==> src/rtl/bp_update_scheduler.sv <==
// bp_update_scheduler: buffers per-lane resolved-branch updates and issues one per cycle to the predictor,
// letting the lowest-index mispredict bypass the queue so BHR repair is immediate.
module bp_update_scheduler #(
    parameter int N     = 2,
    parameter int DEPTH = 8,
    parameter int PW    = 16,
    parameter int CNT_W = $clog2(DEPTH + 1)
) (
    input  logic                   clock,
    input  logic                   reset,
    input  logic [N-1:0]           in_valid,
    input  logic [N-1:0][PW-1:0]   in_packets,
    input  logic [N-1:0]           in_taken,
    input  logic [N-1:0]           in_mispred,
    output logic                   in_ready,
    output logic                   out_valid,
    output logic [PW-1:0]          out_packet,
    output logic                   out_taken,
    output logic                   out_mispred,
    output logic [CNT_W-1:0]       count,
    output logic                   empty
);
    localparam int AW = $clog2(DEPTH);
    localparam int IW = N > 1 ? $clog2(N) : 1;

    logic [PW+1:0]    mem [DEPTH];
    logic [AW-1:0]    head, tail;
    logic [N-1:0]     acc, enq;
    logic [AW-1:0]    slot [N];
    logic [CNT_W-1:0] n_enq;
    logic [IW-1:0]    sel;
    logic             byp_m, byp_e, use_byp, use_head;

    assign in_ready = 32'(count) + N <= DEPTH;
    assign empty    = count == '0 && !out_valid;

    always_comb begin
        acc   = in_ready ? in_valid : '0;
        byp_m = 1'b0;
        byp_e = 1'b0;
        sel   = '0;
        // Descending scans leave the lowest matching lane in sel.
        for (int i = N - 1; i >= 0; i--)
            if (acc[i] && in_mispred[i]) begin
                byp_m = 1'b1;
                sel   = IW'(i);
            end
        if (!byp_m)
            for (int i = N - 1; i >= 0; i--)
                if (acc[i]) begin
                    byp_e = 1'b1;
                    sel   = IW'(i);
                end
        use_head = !byp_m && count != '0;
        use_byp  = byp_m || (byp_e && count == '0);
        enq      = acc;
        if (use_byp) enq[sel] = 1'b0;
        n_enq = '0;
        for (int i = 0; i < N; i++) begin
            slot[i] = tail + AW'(n_enq);
            n_enq   = n_enq + CNT_W'(enq[i]);
        end
    end

    always_ff @(posedge clock) begin
        if (reset) begin
            head        <= '0;
            tail        <= '0;
            count       <= '0;
            out_valid   <= 1'b0;
            out_packet  <= '0;
            out_taken   <= 1'b0;
            out_mispred <= 1'b0;
        end else begin
            for (int i = 0; i < N; i++)
                if (enq[i]) mem[slot[i]] <= {in_packets[i], in_taken[i], in_mispred[i]};
            tail      <= tail + AW'(n_enq);
            head      <= head + AW'(use_head);
            count     <= count + n_enq - CNT_W'(use_head);
            out_valid <= use_byp || use_head;
            {out_packet, out_taken, out_mispred} <= use_byp  ? {in_packets[sel], in_taken[sel], in_mispred[sel]} :
                                                    use_head ? mem[head] : '0;
        end
    end
endmodule

==> config.mk <==
export PLATFORM = sky130hd
export DESIGN_NAME = bp_update_scheduler
export DESIGN_NICKNAME = d
export VERILOG_FILES = /design/src/rtl/bp_update_scheduler.sv
export SDC_FILE = /design/constraint.sdc
export NUM_CORES = 1
export LEC_CHECK = 0
export ABC_AREA = 1
export BUFFER_PORTS_ARGS = -buffer_cell sky130_fd_sc_hd__buf_2
export CAP_MARGIN = 20
export CORE_MARGIN = 2
export CORE_UTILIZATION = 47
export DETAILED_ROUTE_END_ITERATION = 16
export MAX_ROUTING_LAYER = met4
export SYNTH_ARGS = -nofsm -noshare
export SYNTH_HDL_FRONTEND = slang
export SYNTH_SLANG_ARGS = --single-unit
==> constraint.sdc <==
create_clock -name clock -period 4.9 [get_ports clock]
set_clock_uncertainty 0.2 [all_clocks]
set_input_delay 0.245 -clock clock [delete_from_list [all_inputs] [get_ports clock]]
set_output_delay 0.245 -clock clock [all_outputs]
set_load 0.02 [all_outputs]
==> key figures, run 1 <==
Synth
  – Synthesized instance count: around 1200
  – Post-synth top cells: 643 x nand2_1, 144 x edfxtp_1, 62 x clkbuf_1
  – FFs w/ async S/R, synth: 0%
  – Top-area cell type share of the netlist area: 46.1%
  – Post-synth EDFFs: approximately 140
  – Leading cell type by number of instances after synthesis: nand2_1
  – Post-synthesis sequential area ratio: between 50 and 60%
  – Synth Register Bits: between 150 and 200
  – Syn avg cell area: approximately 8.0 µm²
  – Synthesized Nets: around 1200
  – Post-synth top area cell: edfxtp_1
  – Synth Warn #: 0
  – Top_reg_cell synth: edfxtp_1
  – Mapped Area: ~0.0094 mm²
  – Cell variety after synth: 32
  – Synth top area cells: edfxtp_1 46%, nand2_1 26%, dfxtp_1 6.2%

Setup path
  – Critical path class: flop to flop
  – Critical path fanouts, max: 19
  – Crit Reg-Reg Endpoint: mem[3][3]$_DFFE_PP_
  – Crit end category: flop
  – R2r setup slk: around 0.92 ns
  – Cells on worst reg2reg path: 20
  – RR Startpoint: count[2]$_SDFF_PP0_
  – CP Launch Type: flop
  – CP required: 4.82 ns
  – Worst EP arrival: around 3.9 ns

Timing
  – Worst slew pin tran: 1.09 ns
  – Setup TNS: 0 ns
  – Final worst path period share: 81.1%
  – Clock period minus worst slack: between 3 and 4 ns
  – Max_slew headroom: 27.6%
  – RSZ-0062 raised after global routing: no
  – Final setup viols: 0
  – Count of final hold-check violations: 0
  – Max frequency: 0.252 GHz
  – Hold WS: about 0.026 ns
  – Max-slew violations: 0

Hold path
  – Worst Hold Depth: 3
  – Hold Crit Class: primary input to flop
  – Hold_sp: in_packets[23]
  – Hold Path Sink: mem[5][9]$_DFFE_PP_

Power and ir drop
  – Power Density: around 500 mW/mm²
  – Leakage: 4.79 nW
  – Maximum VDD drop: 0.260 mV

Drt
  – Vias: approximately 8000
  – Starting DRT DRC Count: about 840
  – Wirelength per Cell: 19.4 µm
  – WL final: between 20000 and 30000 µm
  – DRT Pass-1 Iters: 6
  – Vias per inst: about 5.5
  – Routed Antenna Nets: 0
  – DRC viols: 0

Clock tree
  – CTS Sinks: roughly 170
  – Clk buf depth: 2
  – Clock latency on the worst-skew pair: ~0.43 ns
  – Clock tree root driver cell: clkbuf_16
  – # hold bufs at CTS: 2
  – Number of CTS-inserted buffers: 17
  – # H-tree levels: 4
  – Post-CTS sizing: 0
  – Setup bufs post-CTS: 0
  – Clock-pin slew on the worst setup and hold paths: approximately 0.070 ns
  – CTS tree: yes

GRT
  – Vias in the first global route: between 7000 and 8000
  – First-pass GRT wire length: approximately 44000 µm
  – Pin count of the biggest net entering global routing: 48
  – Global Route Usage Sum: about 28%
  – Initial antenna violation count: 2
  – Grt total ovfl: 0

Die
  – Die Width: 145 µm
  – IO Pins: 65
  – Die Height: 145 µm
  – Initial core utilization: ~48%
  – Row cnt: between 50 and 60
  – Core area: 0.0195 mm²
  – Die Area: roughly 0.021 mm²

Finish
  – Fin nets: approximately 1300
  – Fillcell total: roughly 1800
  – Layout area overhead: 12.0%
  – Fraction of layout cells with a size suffix above 1: about an eighth

Run status
  – Run status: completed

Job
  – MaxCap Viol Count: 0

Place
  – Post-DP HPWL: approximately 17000 µm
  – # port buffers: 64
  – Gp weighted congestion: between 0.9 and 1
## registers in the layout, summed over array words and instances (netlist names)
register	flops
head	3
tail	3
out_valid	1
out_mispred	1
out_packet	16
out_taken	1
mem	144
count	4
## worst max path at each step
| stage | start | endpoint | slack (ns) | depth (start not counted) |
|---|---|---|---|---|
| 2_1_floorplan | count[1]$_SDFF_PP0_ | mem[0][0]$_DFFE_PP_ | 0.68 | 20 |
| 3_3_place_gp | count[1]$_SDFF_PP0_ | mem[3][10]$_DFFE_PP_ | 1.09 | 20 |
| 3_5_place_dp | count[1]$_SDFF_PP0_ | mem[3][10]$_DFFE_PP_ | 0.98 | 20 |
| 4_1_cts | count[2]$_SDFF_PP0_ | mem[3][3]$_DFFE_PP_ | 0.96 | 20 |
| 5_1_grt | count[1]$_SDFF_PP0_ | mem[3][15]$_DFFE_PP_ | 0.58 | 20 |
| 6_report | count[2]$_SDFF_PP0_ | mem[3][3]$_DFFE_PP_ | 0.92 | 20 |
## worst max-delay path: stages (launching register included)
cell and delay, ns:
dfxtp_1 0.39, ha_1 0.25, nor2_1 0.10, nand2_1 0.07, nand2_2 0.14, nand4_1 0.15, nand3_2 0.13, nand2_1 0.08
clkinv_1 0.06, nand2_1 0.06, nand2_1 0.05, inv_1 0.05, ha_1 0.18, ha_1 0.19, xnor2_1 0.29, nand2_1 0.12
nor2_1 0.16, nand4_2 0.11, buf_4 0.25, o21ai_2 0.29, buf_4 0.33
## per-stage QoR
stage | power [mW] | utilization, % | setup WS [ns] | instance area [µm²] | instances
global route | 5.72 | 53.8 | 0.576 | 10500 | 1474
CTS | 5.38 | 53.7 | 0.955 | 10500 | 1471
finish | 5.40 | 53.8 | 0.924 | 10500 | 1474
global placement | 3.95 | 50.4 | 1.09 | 9840 | 1437
floorplan | 3.34 | - | 0.679 | 9380 | 1171
detailed placement | 3.96 | 50.4 | 0.982 | 9840 | 1437
## kinds of logic after synthesis
kind of cell	after synthesis	synth area share (%)
buffers and inverters	131	6.12
AO/OA/AOI/OAI	92	5.77
XOR/XNOR	4	0.373
flip-flops	173	52.3
adder cells (fa/ha/maj)	16	2.29
AND/OR/NAND/NOR	755	33.2
## layout make-up
cell class	count	area [µm²]	share of cell area (%)
antenna	2	5.00	0.0476
clock buffer	26	564	5.37
clock inverter	6	66.3	0.631
inverter	43	161	1.54
multi-input combinational	867	3940	37.5
sequential	173	4910	46.7
tap	265	332	3.15
timing repair buffer	92	539	5.13
## metal layers
layer	track usage (%)	share of wire [%]	wire length, µm
met5	-	0	0
met4	9.51	2.6	732
met3	4.62	8.4	2410
met2	43.0	45	13000
met1	39.2	44	12500
## power breakdown
group | internal [mW] | switching, mW | total, mW
logic | 0.621 | 1.42 | 2.04
clock network | 0.853 | 0.577 | 1.43
registers | 1.86 | 0.0748 | 1.94
## placed cells by master, fill, tap and decap left out, types with 3 or more instances in the layout
| cell type | synthesis | layout |
|---|---|---|
| a21oi_1 | 54 | 54 |
| a221oi_1 | 9 | 9 |
| a32o_1 | 8 | 8 |
| and3_1 | 9 | 9 |
| buf_2 | 12 | 64 |
| buf_4 | 0 | 25 |
| clkbuf_1 | 62 | 3 |
| clkbuf_16 | 0 | 21 |
| dfxtp_1 | 29 | 28 |
| edfxtp_1 | 144 | 144 |
| ha_1 | 14 | 14 |
| inv_1 | 37 | 37 |
| inv_2 | 4 | 4 |
| nand2_1 | 643 | 643 |
| nand3_1 | 60 | 60 |
| nand4_2 | 8 | 8 |
| nor2_1 | 20 | 19 |
| nor2_4 | 8 | 8 |
| o21ai_0 | 18 | 10 |
| o21ai_2 | 0 | 8 |
(Power assumes the default switching activity.)
==> inputs of run 2 (changes only) <==
==> constraint.sdc (replaced) <==
create_clock -name clock -period 3.7 [get_ports clock]
set_clock_uncertainty 0.2 [all_clocks]
set_input_delay 0.185 -clock clock [delete_from_list [all_inputs] [get_ports clock]]
set_output_delay 0.185 -clock clock [all_outputs]
set_load 0.02 [all_outputs]
==> key figures, run 2 (synthesis results as in run 1) <==
GRT
  – Vias in the first global route: 7836 (was 7555)
  – Global Route Usage Sum: 29.4% (was 28.4%)
  – Pin count of the biggest net entering global routing: 74 (was 48)
  – Grt total ovfl: 0 (unchanged)
  – First-pass GRT wire length: 45800 µm (was 44200 µm)
  – Initial antenna violation count: 0 (was 2)

Setup path
  – R2r setup slk: 0.21 ns (was 0.92 ns)
  – Crit end category: flop (unchanged)
  – CP required: 3.65 ns (was 4.82 ns)
  – Critical path class: flop to flop (unchanged)
  – Cells on worst reg2reg path: 20 (unchanged)
  – Crit Reg-Reg Endpoint: mem[5][16]$_DFFE_PP_ (was mem[3][3]$_DFFE_PP_)
  – Critical path fanouts, max: 6 (was 19)
  – RR Startpoint: count[1]$_SDFF_PP0_ (was count[2]$_SDFF_PP0_)
  – CP Launch Type: flop (unchanged)
  – Worst EP arrival: 3.44 ns (was 3.90 ns)

Clock tree
  – Clock tree root driver cell: clkbuf_16 (unchanged)
  – CTS Sinks: 173 (unchanged)
  – Clock-pin slew on the worst setup and hold paths: 0.07 ns (about the same)
  – Clock latency on the worst-skew pair: 0.43 ns (about the same)
  – CTS tree: yes (unchanged)
  – Number of CTS-inserted buffers: 17 (unchanged)
  – Clk buf depth: 2 (unchanged)
  – # H-tree levels: 4 (unchanged)

Finish
  – Sequential Area: 0.00491 mm² (about the same)
  – Fillcell total: 1779 (was 1839)
  – Multi-input logic area: 0.00402 mm² (was 0.00394 mm²)
  – Layout area overhead: 20.5% (was 12.0%)
  – Most frequent cells in the layout: 641 x nand2_1, 144 x edfxtp_1, 64 x buf_2 (was 643 x nand2_1, 144 x edfxtp_1, 64 x buf_2)
  – Commonest non-fill, non-tap cell in the layout: nand2_1 (unchanged)
  – Fraction of layout cells with a size suffix above 1: 15.0% (was 12.8%)
  – Diodes inserted: 0 (was 2)
  – Max reg flops: 144 (unchanged)
  – Finished Layout Cells: 1530 (was 1474)
  – Fin nets: 1308 (was 1250)

Power and ir drop
  – Maximum VDD drop: 0.393 mV (was 0.260 mV)
  – Total Power: 7.36 mW (was 5.40 mW)
  – Leakage: 5.10 nW (was 4.79 nW)
  – Power Density: 651 mW/mm² (was 514 mW/mm²)

Timing
  – Count of final hold-check violations: 0 (unchanged)
  – Final setup viols: 0 (unchanged)
  – Hold WS: 0.0168 ns (was 0.0261 ns)
  – Clock period minus worst slack: 3.49 ns (was 3.98 ns)
  – Final worst path period share: 94.3% (was 81.1%)
  – Max_slew headroom: 38.5% (was 27.6%)
  – Max frequency: 0.287 GHz (was 0.252 GHz)
  – Worst slew pin tran: 0.922 ns (was 1.09 ns)
  – Max-slew violations: 0 (unchanged)

Place
  – Dpl cells: 1446 (was 1437)
  – Post-DP HPWL: 17300 µm (was 17200 µm)
  – Gp weighted congestion: 0.843 (was 0.919)
  – # port buffers: 64 (unchanged)

Drt
  – Vias per inst: 5.52 (was 5.45)
  – Wirelength per Cell: 19.9 µm (was 19.4 µm)
  – DRT Pass-1 Iters: 7 (was 6)
  – WL final: 30400 µm (was 28700 µm)
  – Starting DRT DRC Count: 985 (was 841)
  – DRC viols: 0 (unchanged)
  – Vias: 8452 (was 8034)
  – Routed Antenna Nets: 0 (unchanged)

Run status
  – Run status: completed (unchanged)

Die
  – Die Area: 0.0211 mm² (unchanged)
  – Die Width: 145 µm (unchanged)
  – Die Height: 145 µm (unchanged)
  – Core area: 0.0195 mm² (unchanged)
  – Initial core utilization: 48.1% (unchanged)
  – Row cnt: 51 (unchanged)
  – IO Pins: 65 (unchanged)

Hold path
  – Worst Hold Depth: 3 (unchanged)
  – Hold_sp: in_packets[14] (was in_packets[23])
  – Hold Crit Class: primary input to flop (unchanged)
  – Hold Path Sink: mem[2][16]$_DFFE_PP_ (was mem[5][9]$_DFFE_PP_)

Job
  – MaxCap Viol Count: 0 (unchanged)
## run 2: cell count changes in the layout (fill, tap and decap cells not counted), sizes merged
cell         before  now
clkinv            6    7
clkbuf           26   19
clkinvlp          0    5
bufinv            1    3
diode             2    0
dlygate4sd3       2   36
buf              90  113
## run 2: worst max-delay path by stage
stage	start	end
final	count[1]$_SDFF_PP0_	mem[5][16]$_DFFE_PP_
after floorplan	count[1]$_SDFF_PP0_	mem[6][0]$_DFFE_PP_
after CTS	count[1]$_SDFF_PP0_	mem[0][0]$_DFFE_PP_
after global routing	count[1]$_SDFF_PP0_	mem[6][8]$_DFFE_PP_
after global placement	count[1]$_SDFF_PP0_	mem[6][11]$_DFFE_PP_
after detailed placement	count[1]$_SDFF_PP0_	mem[0][14]$_DFFE_PP_
## run 2: report_power, final
group          leakage (nW)  total [mW]  switching [mW]  internal [mW]
logic                  3.28        2.93            1.96          0.968
clock network         0.282        1.86           0.786           1.08
registers              1.54        2.57           0.104           2.46
## run 2: through the flow
step	setup TNS (ns)	util [%]	cell area (µm²)	worst slack (ns)
after detailed placement	0	51.2	9990	0.201
after global placement	0	51.2	9990	0.233
final	0	57.9	11300	0.210
after floorplan	0	-	9450	0.0276
after global routing	-0.141	57.9	11300	-0.0136
after CTS	0	56.1	11000	0.165
## run 2: timing repair
action                                  CTS  global route
hold buffers                             36             0
endpoints found under the hold margin   137             0
endpoints found under the setup margin    0           238
gates resized for setup                   0            23
buffers inserted                          0            15
## run 2: metal layers
layer  routed length, µm  up-vias  GRT usage (%)
li1                    -     3957              -
met1               12600     4012           39.2
met2               14600      425           46.7
met3                2540       58           4.94
met4                 638        0           8.19
met5                   0        -              -
## run 2: area by class of cell
| cell class | instances | area share [%] |
|---|---|---|
| clock inverter | 14 | 1.48 |
| timing repair buffer | 150 | 11.3 |
| multi-input combinational | 867 | 35.5 |
| clock buffer | 18 | 3.88 |
| sequential | 173 | 43.4 |
| tap | 265 | 2.93 |
| inverter | 43 | 1.43 |
## run 2: critical path: stages, from the launching register on
cell,delay (ns)
dfxtp_2,0.34
ha_1,0.29
nor2_1,0.10
nand2_1,0.09
nand2_4,0.10
nand3_1,0.15
nand2_2,0.12
nand2_1,0.08
clkinv_1,0.07
nand2_1,0.06
nand2_1,0.05
inv_1,0.05
ha_1,0.17
ha_1,0.20
xnor2_2,0.16
nor2_1,0.15
nand2_1,0.12
inv_1,0.10
nand4_2,0.17
o21ai_4,0.20
buf_4,0.23
